File: src/rtl/grid_loader_pkg.sv
// Shared types and constants for the serial grid loader.
package grid_loader_pkg;

  localparam int unsigned BYTE_W = 8;
  localparam int unsigned LEN_W  = 16;

  localparam logic [BYTE_W-1:0] SYNC_BYTE_DEFAULT = 8'hA5;

  typedef enum logic [2:0] {
    IDLE,
    LEN_LO,
    LEN_HI,
    DATA,
    WRITE,
    CHECK
  } loader_state_e;

endpackage

File: src/rtl/memory_bus.sv
// Simple single-port write bus between a bulk loader and the grid memory.
interface memory_bus #(
  parameter int unsigned ADDR_WIDTH = 16,
  parameter int unsigned DATA_WIDTH = 8
);
  logic [ADDR_WIDTH-1:0] address;
  logic [DATA_WIDTH-1:0] write_data;
  logic                  write_enable;

  modport client (output address, output write_data, output write_enable);
  modport target (input address, input write_data, input write_enable);
endinterface

File: src/rtl/byte_packer.sv
// Packs bytes least-significant first into a DATA_WIDTH word; flags the byte that completes a word.
module byte_packer
  import grid_loader_pkg::*;
#(
  parameter int unsigned DATA_WIDTH = 8
) (
  input  logic                  clk,
  input  logic                  rst_n,
  input  logic                  clear,
  input  logic                  shift_en,
  input  logic [BYTE_W-1:0]     byte_in,
  output logic [DATA_WIDTH-1:0] word_c,
  output logic                  word_ready_c
);

  localparam int unsigned BPW   = DATA_WIDTH / BYTE_W;
  localparam int unsigned IDX_W = (BPW > 1) ? $clog2(BPW) : 1;

  logic [DATA_WIDTH-1:0] word_q, word_d;
  logic [IDX_W-1:0]      idx_q, idx_d;

  // New byte enters at the top so the first byte ends up in the low lane.
  always_comb begin
    word_c       = (word_q >> BYTE_W) | (DATA_WIDTH'(byte_in) << (DATA_WIDTH - BYTE_W));
    word_ready_c = (idx_q == IDX_W'(BPW - 1));
    word_d       = word_q;
    idx_d        = idx_q;
    if (clear) begin
      word_d = '0;
      idx_d  = '0;
    end else if (shift_en) begin
      word_d = word_c;
      idx_d  = word_ready_c ? '0 : idx_q + IDX_W'(1);
    end
  end

  always_ff @(posedge clk or negedge rst_n) begin
    if (!rst_n) begin
      word_q <= '0;
      idx_q  <= '0;
    end else begin
      word_q <= word_d;
      idx_q  <= idx_d;
    end
  end

endmodule

File: src/rtl/serial_grid_loader.sv
// Framed serial byte stream to memory_bus word writer with per-frame checksum reporting.
module serial_grid_loader
  import grid_loader_pkg::*;
#(
  parameter int unsigned       ADDR_WIDTH = 16,
  parameter int unsigned       DATA_WIDTH = 8,
  parameter logic [BYTE_W-1:0] SYNC_BYTE  = SYNC_BYTE_DEFAULT
) (
  input  logic                  clk,
  input  logic                  rst_n,
  input  logic                  enable,
  input  logic [BYTE_W-1:0]     rx_data,
  input  logic                  rx_valid,
  output logic                  rx_ready,
  memory_bus.client             mem,
  output logic                  busy,
  output logic                  done,
  output logic                  error,
  output logic [ADDR_WIDTH-1:0] words_written
);

  localparam int unsigned CMP_W = 33;

  generate
    if ((DATA_WIDTH % BYTE_W) != 0 || DATA_WIDTH == 0) begin : g_bad_width
      $error("serial_grid_loader: DATA_WIDTH must be a non-zero multiple of 8");
    end
  endgenerate

  loader_state_e         state_q, state_d;
  logic [LEN_W-1:0]      len_q, len_d;
  logic [BYTE_W-1:0]     chk_q, chk_d;
  logic [ADDR_WIDTH-1:0] ww_q, ww_d;
  logic [ADDR_WIDTH-1:0] addr_q, addr_d;
  logic [DATA_WIDTH-1:0] wdata_q, wdata_d;
  logic                  we_q, we_d;
  logic                  ready_q, ready_d;
  logic                  busy_q, busy_d;
  logic                  done_q, done_d;
  logic                  error_q, error_d;

  logic                  accept_c;
  logic [LEN_W-1:0]      len_new_c;
  logic                  pk_clear_c, pk_shift_c, pk_ready_c;
  logic [DATA_WIDTH-1:0] pk_word_c;

  byte_packer #(.DATA_WIDTH(DATA_WIDTH)) u_packer (
    .clk          (clk),
    .rst_n        (rst_n),
    .clear        (pk_clear_c),
    .shift_en     (pk_shift_c),
    .byte_in      (rx_data),
    .word_c       (pk_word_c),
    .word_ready_c (pk_ready_c)
  );

  // Next-state, counters, checksum and registered-output decode.
  always_comb begin
    state_d    = state_q;
    len_d      = len_q;
    chk_d      = chk_q;
    ww_d       = ww_q;
    addr_d     = addr_q;
    wdata_d    = wdata_q;
    done_d     = 1'b0;
    error_d    = 1'b0;
    pk_clear_c = 1'b0;
    pk_shift_c = 1'b0;
    accept_c   = rx_valid && ready_q;
    len_new_c  = {rx_data, len_q[BYTE_W-1:0]};

    // The write already happened on the bus, so count it even if the frame aborts now.
    if (state_q == WRITE) begin
      ww_d = ww_q + ADDR_WIDTH'(1);
    end

    if (!enable) begin
      state_d = IDLE;
    end else begin
      case (state_q)
        IDLE: begin
          if (accept_c && rx_data == SYNC_BYTE) begin
            state_d    = LEN_LO;
            ww_d       = '0;
            chk_d      = '0;
            pk_clear_c = 1'b1;
          end
        end
        LEN_LO: begin
          if (accept_c) begin
            len_d[BYTE_W-1:0] = rx_data;
            state_d           = LEN_HI;
          end
        end
        LEN_HI: begin
          if (accept_c) begin
            len_d = len_new_c;
            if (CMP_W'(len_new_c) >= (CMP_W'(1) << ADDR_WIDTH)) begin
              error_d = 1'b1;
              state_d = IDLE;
            end else if (len_new_c == '0) begin
              state_d = CHECK;
            end else begin
              state_d = DATA;
            end
          end
        end
        DATA: begin
          if (accept_c) begin
            pk_shift_c = 1'b1;
            chk_d      = chk_q ^ rx_data;
            if (pk_ready_c) begin
              state_d = WRITE;
              addr_d  = ww_q;
              wdata_d = pk_word_c;
            end
          end
        end
        WRITE: begin
          state_d = (CMP_W'(ww_q) + CMP_W'(1) == CMP_W'(len_q)) ? CHECK : DATA;
        end
        CHECK: begin
          if (accept_c) begin
            if (rx_data == chk_q) begin
              done_d = 1'b1;
            end else begin
              error_d = 1'b1;
            end
            state_d = IDLE;
          end
        end
        default: state_d = IDLE;
      endcase
    end

    we_d    = (state_d == WRITE);
    ready_d = (state_d != WRITE);
    busy_d  = (state_d != IDLE);
  end

  always_ff @(posedge clk or negedge rst_n) begin
    if (!rst_n) begin
      state_q <= IDLE;
      len_q   <= '0;
      chk_q   <= '0;
      ww_q    <= '0;
      addr_q  <= '0;
      wdata_q <= '0;
      we_q    <= 1'b0;
      ready_q <= 1'b1;
      busy_q  <= 1'b0;
      done_q  <= 1'b0;
      error_q <= 1'b0;
    end else begin
      state_q <= state_d;
      len_q   <= len_d;
      chk_q   <= chk_d;
      ww_q    <= ww_d;
      addr_q  <= addr_d;
      wdata_q <= wdata_d;
      we_q    <= we_d;
      ready_q <= ready_d;
      busy_q  <= busy_d;
      done_q  <= done_d;
      error_q <= error_d;
    end
  end

  assign rx_ready         = ready_q;
  assign busy             = busy_q;
  assign done             = done_q;
  assign error            = error_q;
  assign words_written    = ww_q;
  assign mem.address      = addr_q;
  assign mem.write_data   = wdata_q;
  assign mem.write_enable = we_q;

endmodule

File: src/flat_wrapper.sv
// flat-port wrapper written by rule: the top's interface ports become plain ports
module serial_grid_loader_flat import grid_loader_pkg::*;
#(
  parameter int unsigned       ADDR_WIDTH = 16,
  parameter int unsigned       DATA_WIDTH = 8,
  parameter logic [BYTE_W-1:0] SYNC_BYTE  = SYNC_BYTE_DEFAULT
)
  (clk, rst_n, enable, rx_data, rx_valid, rx_ready, busy, done, error, words_written, mem_address, mem_write_data, mem_write_enable);
  memory_bus #(.ADDR_WIDTH(ADDR_WIDTH), .DATA_WIDTH(DATA_WIDTH)) mem_i ();
  input  logic clk;
  input  logic rst_n;
  input  logic enable;
  input  logic [BYTE_W-1:0] rx_data;
  input  logic rx_valid;
  output logic rx_ready;
  output logic busy;
  output logic done;
  output logic error;
  output logic [ADDR_WIDTH-1:0] words_written;
  output wire logic [$bits(mem_i.address)-1:0] mem_address;
  output wire logic [$bits(mem_i.write_data)-1:0] mem_write_data;
  output wire logic [$bits(mem_i.write_enable)-1:0] mem_write_enable;
  assign mem_address = mem_i.address;
  assign mem_write_data = mem_i.write_data;
  assign mem_write_enable = mem_i.write_enable;
  serial_grid_loader #(.ADDR_WIDTH(ADDR_WIDTH), .DATA_WIDTH(DATA_WIDTH), .SYNC_BYTE(SYNC_BYTE)) u_core (.clk(clk), .rst_n(rst_n), .enable(enable), .rx_data(rx_data), .rx_valid(rx_valid), .rx_ready(rx_ready), .mem(mem_i), .busy(busy), .done(done), .error(error), .words_written(words_written));
endmodule
File: config.mk
export PLATFORM = sky130hd
export DESIGN_NAME = serial_grid_loader_flat
export DESIGN_NICKNAME = d
export VERILOG_FILES = /design/src/rtl/grid_loader_pkg.sv /design/src/rtl/memory_bus.sv /design/src/rtl/byte_packer.sv /design/src/rtl/serial_grid_loader.sv /design/src/flat_wrapper.sv
export SDC_FILE = /design/constraint.sdc
export NUM_CORES = 1
export LEC_CHECK = 0
export ABC_AREA = 1
export CAP_MARGIN = 0
export CORE_AREA = 4 4 97 144
export CTS_BUF_LIST = sky130_fd_sc_hd__clkbuf_16
export DETAILED_ROUTE_END_ITERATION = 10
export DIE_AREA = 0 0 101 148
export GPL_ROUTABILITY_DRIVEN = 0
export SYNTH_ARGS = -nofsm -noshare
export SYNTH_HDL_FRONTEND = slang
export SYNTH_SLANG_ARGS = --single-unit
export TNS_END_PERCENT = 5
File: constraint.sdc
create_clock -name clk -period 3.7 [get_ports clk]
set_clock_uncertainty 0.15 [all_clocks]
set_input_delay 0.74 -clock clk [delete_from_list [all_inputs] [get_ports clk]]
set_output_delay 0.74 -clock clk [all_outputs]
set_load 0.02 [all_outputs]
==> results.tsv <==
metric	value	unit
core	0.0126	sq mm
ctsHoldBuffers	0	
drv_slew	0	
crit_family	buffers and inverters	
fmax	0.382	GHz
drt-initial-drc-count	169	
multi_input_area	0.00163	sq mm
critPathKind	input port to flop	
synth-xor-area-share	0.0271	
grt_max_degree	46	
finalSetupViolCount	0	
cp.required	3770	ps
clock_latency	330	ps
yosysTopAreaCell	dfrtp_1	
crit_start	rx_data[1]	
layout_commonest_cell	nand2_1	
io_pins	57	
drc	0	
rows	50	
cap_violations	0	
drtAntennaViolNets	0	
cp-end-kind	flop	
place_area	0.00449	sq mm
viasPerCell	4.74	
register_area	0.00180	sq mm
ir_drop	219	uV
final_cell_mix	nand2_1 (135), dfrtp_1 (71), inv_1 (70)	
place_ws	723	ps
synth-adder-area-share	0.00334	
synthSimpleGateAreaFrac	0.276	
rsz0062_at_grt	no	
ys.flop_type	dfrtp_1	
cts_tree	yes	
synth_mux_area_frac	0.0180	
cp_max_fo	10	
antenna_cells	0	
hold_path_class	input port to async pin	
hold_viol	0	
cp_slowest_cell	clkdlybuf4s50_1	
combinationalPowerShare	0.109	
finalSetupTns	0	ps
cts.path.max_buffers	2	
synth_top_family_by_area	simple AND/OR/NAND/NOR gates	
synth_area	0.00374	sq mm
fin_crit_sh	0.707	
root_buffer	clkbuf_16	
syn_area_per_cell	7.70	sq um
crit_path_start_kind	input port	
synthTopCellsByArea	dfrtp_1 (47%), nand2_1 (14%), inv_1 (7.0%)	
post_cts_buffers	0	
slew-limit-headroom	0.485	
grt-ovfl-total	0	
ys_types	36	
crit_buf_inv	2	
grt_pass1_vias	3302	
cts.sinks	72	
hpwl	7870	um
p_sw	504	uW
swShare	0.272	
path_clk_slew	60	ps
status	finished clean	
final_nets	558	
grt_pass1_wl	16800	um
synthCells	486	
vias	3343	
post_cts_resized	0	
h-tree-depth	3	
start_util	0.298	
routed_wl	10300	um
die_x	101	um
ys_ff_latch	72	
fin_area	0.00476	sq mm
worstPathCellList	clkdlybuf4s50_1, nor2_1, nand3_1, nor3_2, inv_1, a211oi_4, mux2_2	
p_int	1.35	mW
grt.total_usage	0.145	
clkPwrFrac	0.431	
path_depth	7	
min_period	2610	ps
seqPwrFrac	0.460	
drt_first_pass_iters	5	
routedWlPerCell	14.6	um
die_area	0.0149	sq mm
power.leakage	2.23	nW
critPathCapture	u_core.chk_q[6]	
p_total	1.85	mW
r2r_cells	14	
synth-edff-count	0	
synth_warnings	0	
num-fill-cells	1313	
r2r-end	u_core.busy	
cts_buffers	9	
die_h	148	um
power.density	390	mW/mm^2
fin_hold_ws	325	ps
synth_compound_area_frac	0.109	
slowest_delay	470	ps
cp.arrival	2690	ps
synth_top_area_share	0.475	
area_growth	27.2	%
worst_slew_pin_slew	772	ps
antenna_found_initial	0	
drive_gt1_frac	0.0673	
synthArstFlopShare	1.00	
syn-num-nets	499	
reg2reg_slack	1270	ps
r2r_start	u_core.words_written[0]	
portBuffers	56	
setup_ws	1090	ps
ys_seq_area_frac	0.482	
[metal layers]
metal	vias up	GRT usage	routed length, um
met5	-	0	0
met4	0	0.0612	353
met3	22	0.0279	345
met2	76	0.264	5520
met1	1561	0.160	4090
li1	1684	-	-
[power groups by stage]
stage | registers (mW) | clock network [mW] | logic, mW
6_report | 0.854 | 0.799 | 0.202
5_1_grt | 0.858 | 0.860 | 0.231
4_1_cts | 0.854 | 0.826 | 0.206
3_5_place_dp | 0.868 | 0 | 0.205
3_3_place_gp | 0.867 | 0 | 0.202
2_1_floorplan | 0.872 | 0 | 0.101
[worst min-delay path by stage]
stage / slack [ps] / depth (start not counted) / start / endpoint
floorplan: 290 / 0 / rst_n / u_core.busy
global placement: 320 / 2 / u_core.mem.address[15] / u_core.mem.address[15]
detailed placement: 320 / 2 / u_core.mem.address[4] / u_core.mem.address[4]
CTS: 340 / 2 / u_core.mem.address[4] / u_core.mem.address[4]
global route: 340 / 2 / u_core.mem.address[2] / u_core.mem.address[2]
finish: 320 / 1 / rst_n / u_core.mem.write_enable
[cells by family (layout without fill, tap and decap cells)]
group	Yosys count	count (layout)
xor+xnor	10	10
flops	72	72
fa+ha+maj	1	1
compound gates	71	71
buf+inv	83	147
mux	6	6
simple gates	243	243
[cell type report]
| cell class | instances | share of cell area |
|---|---|---|
| clock inverter | 7 | 0.00999 |
| multi-input combinational | 331 | 0.341 |
| inverter | 71 | 0.0560 |
| timing repair buffer | 60 | 0.126 |
| clock buffer | 9 | 0.0473 |
| sequential | 72 | 0.379 |
| tap | 156 | 0.0410 |
[registers in the layout, indices dropped and copies added (netlist names)]
register                 flops
u_core.busy                  1
u_core.chk_q                 8
u_core.done                  1
u_core.error                 1
u_core.len_q                16
u_core.mem.address          16
u_core.mem.write_data        8
u_core.mem.write_enable      1
u_core.rx_ready              1
u_core.state_q               3
u_core.words_written        16
[Yosys cell counts, drive strengths merged (3+ instances only)]
master / count
mux2: 6
inv: 71
nor3: 4
nor2: 48
nand3: 41
a31oi: 4
clkbuf: 11
nand4: 10
nand2: 137
a211oi: 6
o211ai: 3
o21ai: 52
dfrtp: 71
xnor2: 7
[through the flow]
step,instances,utilization
3_5_place_dp,690,0.357
5_1_grt,706,0.379
2_1_floorplan,486,-
3_3_place_gp,690,0.357
6_report,706,0.379
4_1_cts,706,0.379
No activity file was read; power rests on OpenSTA's default activity.
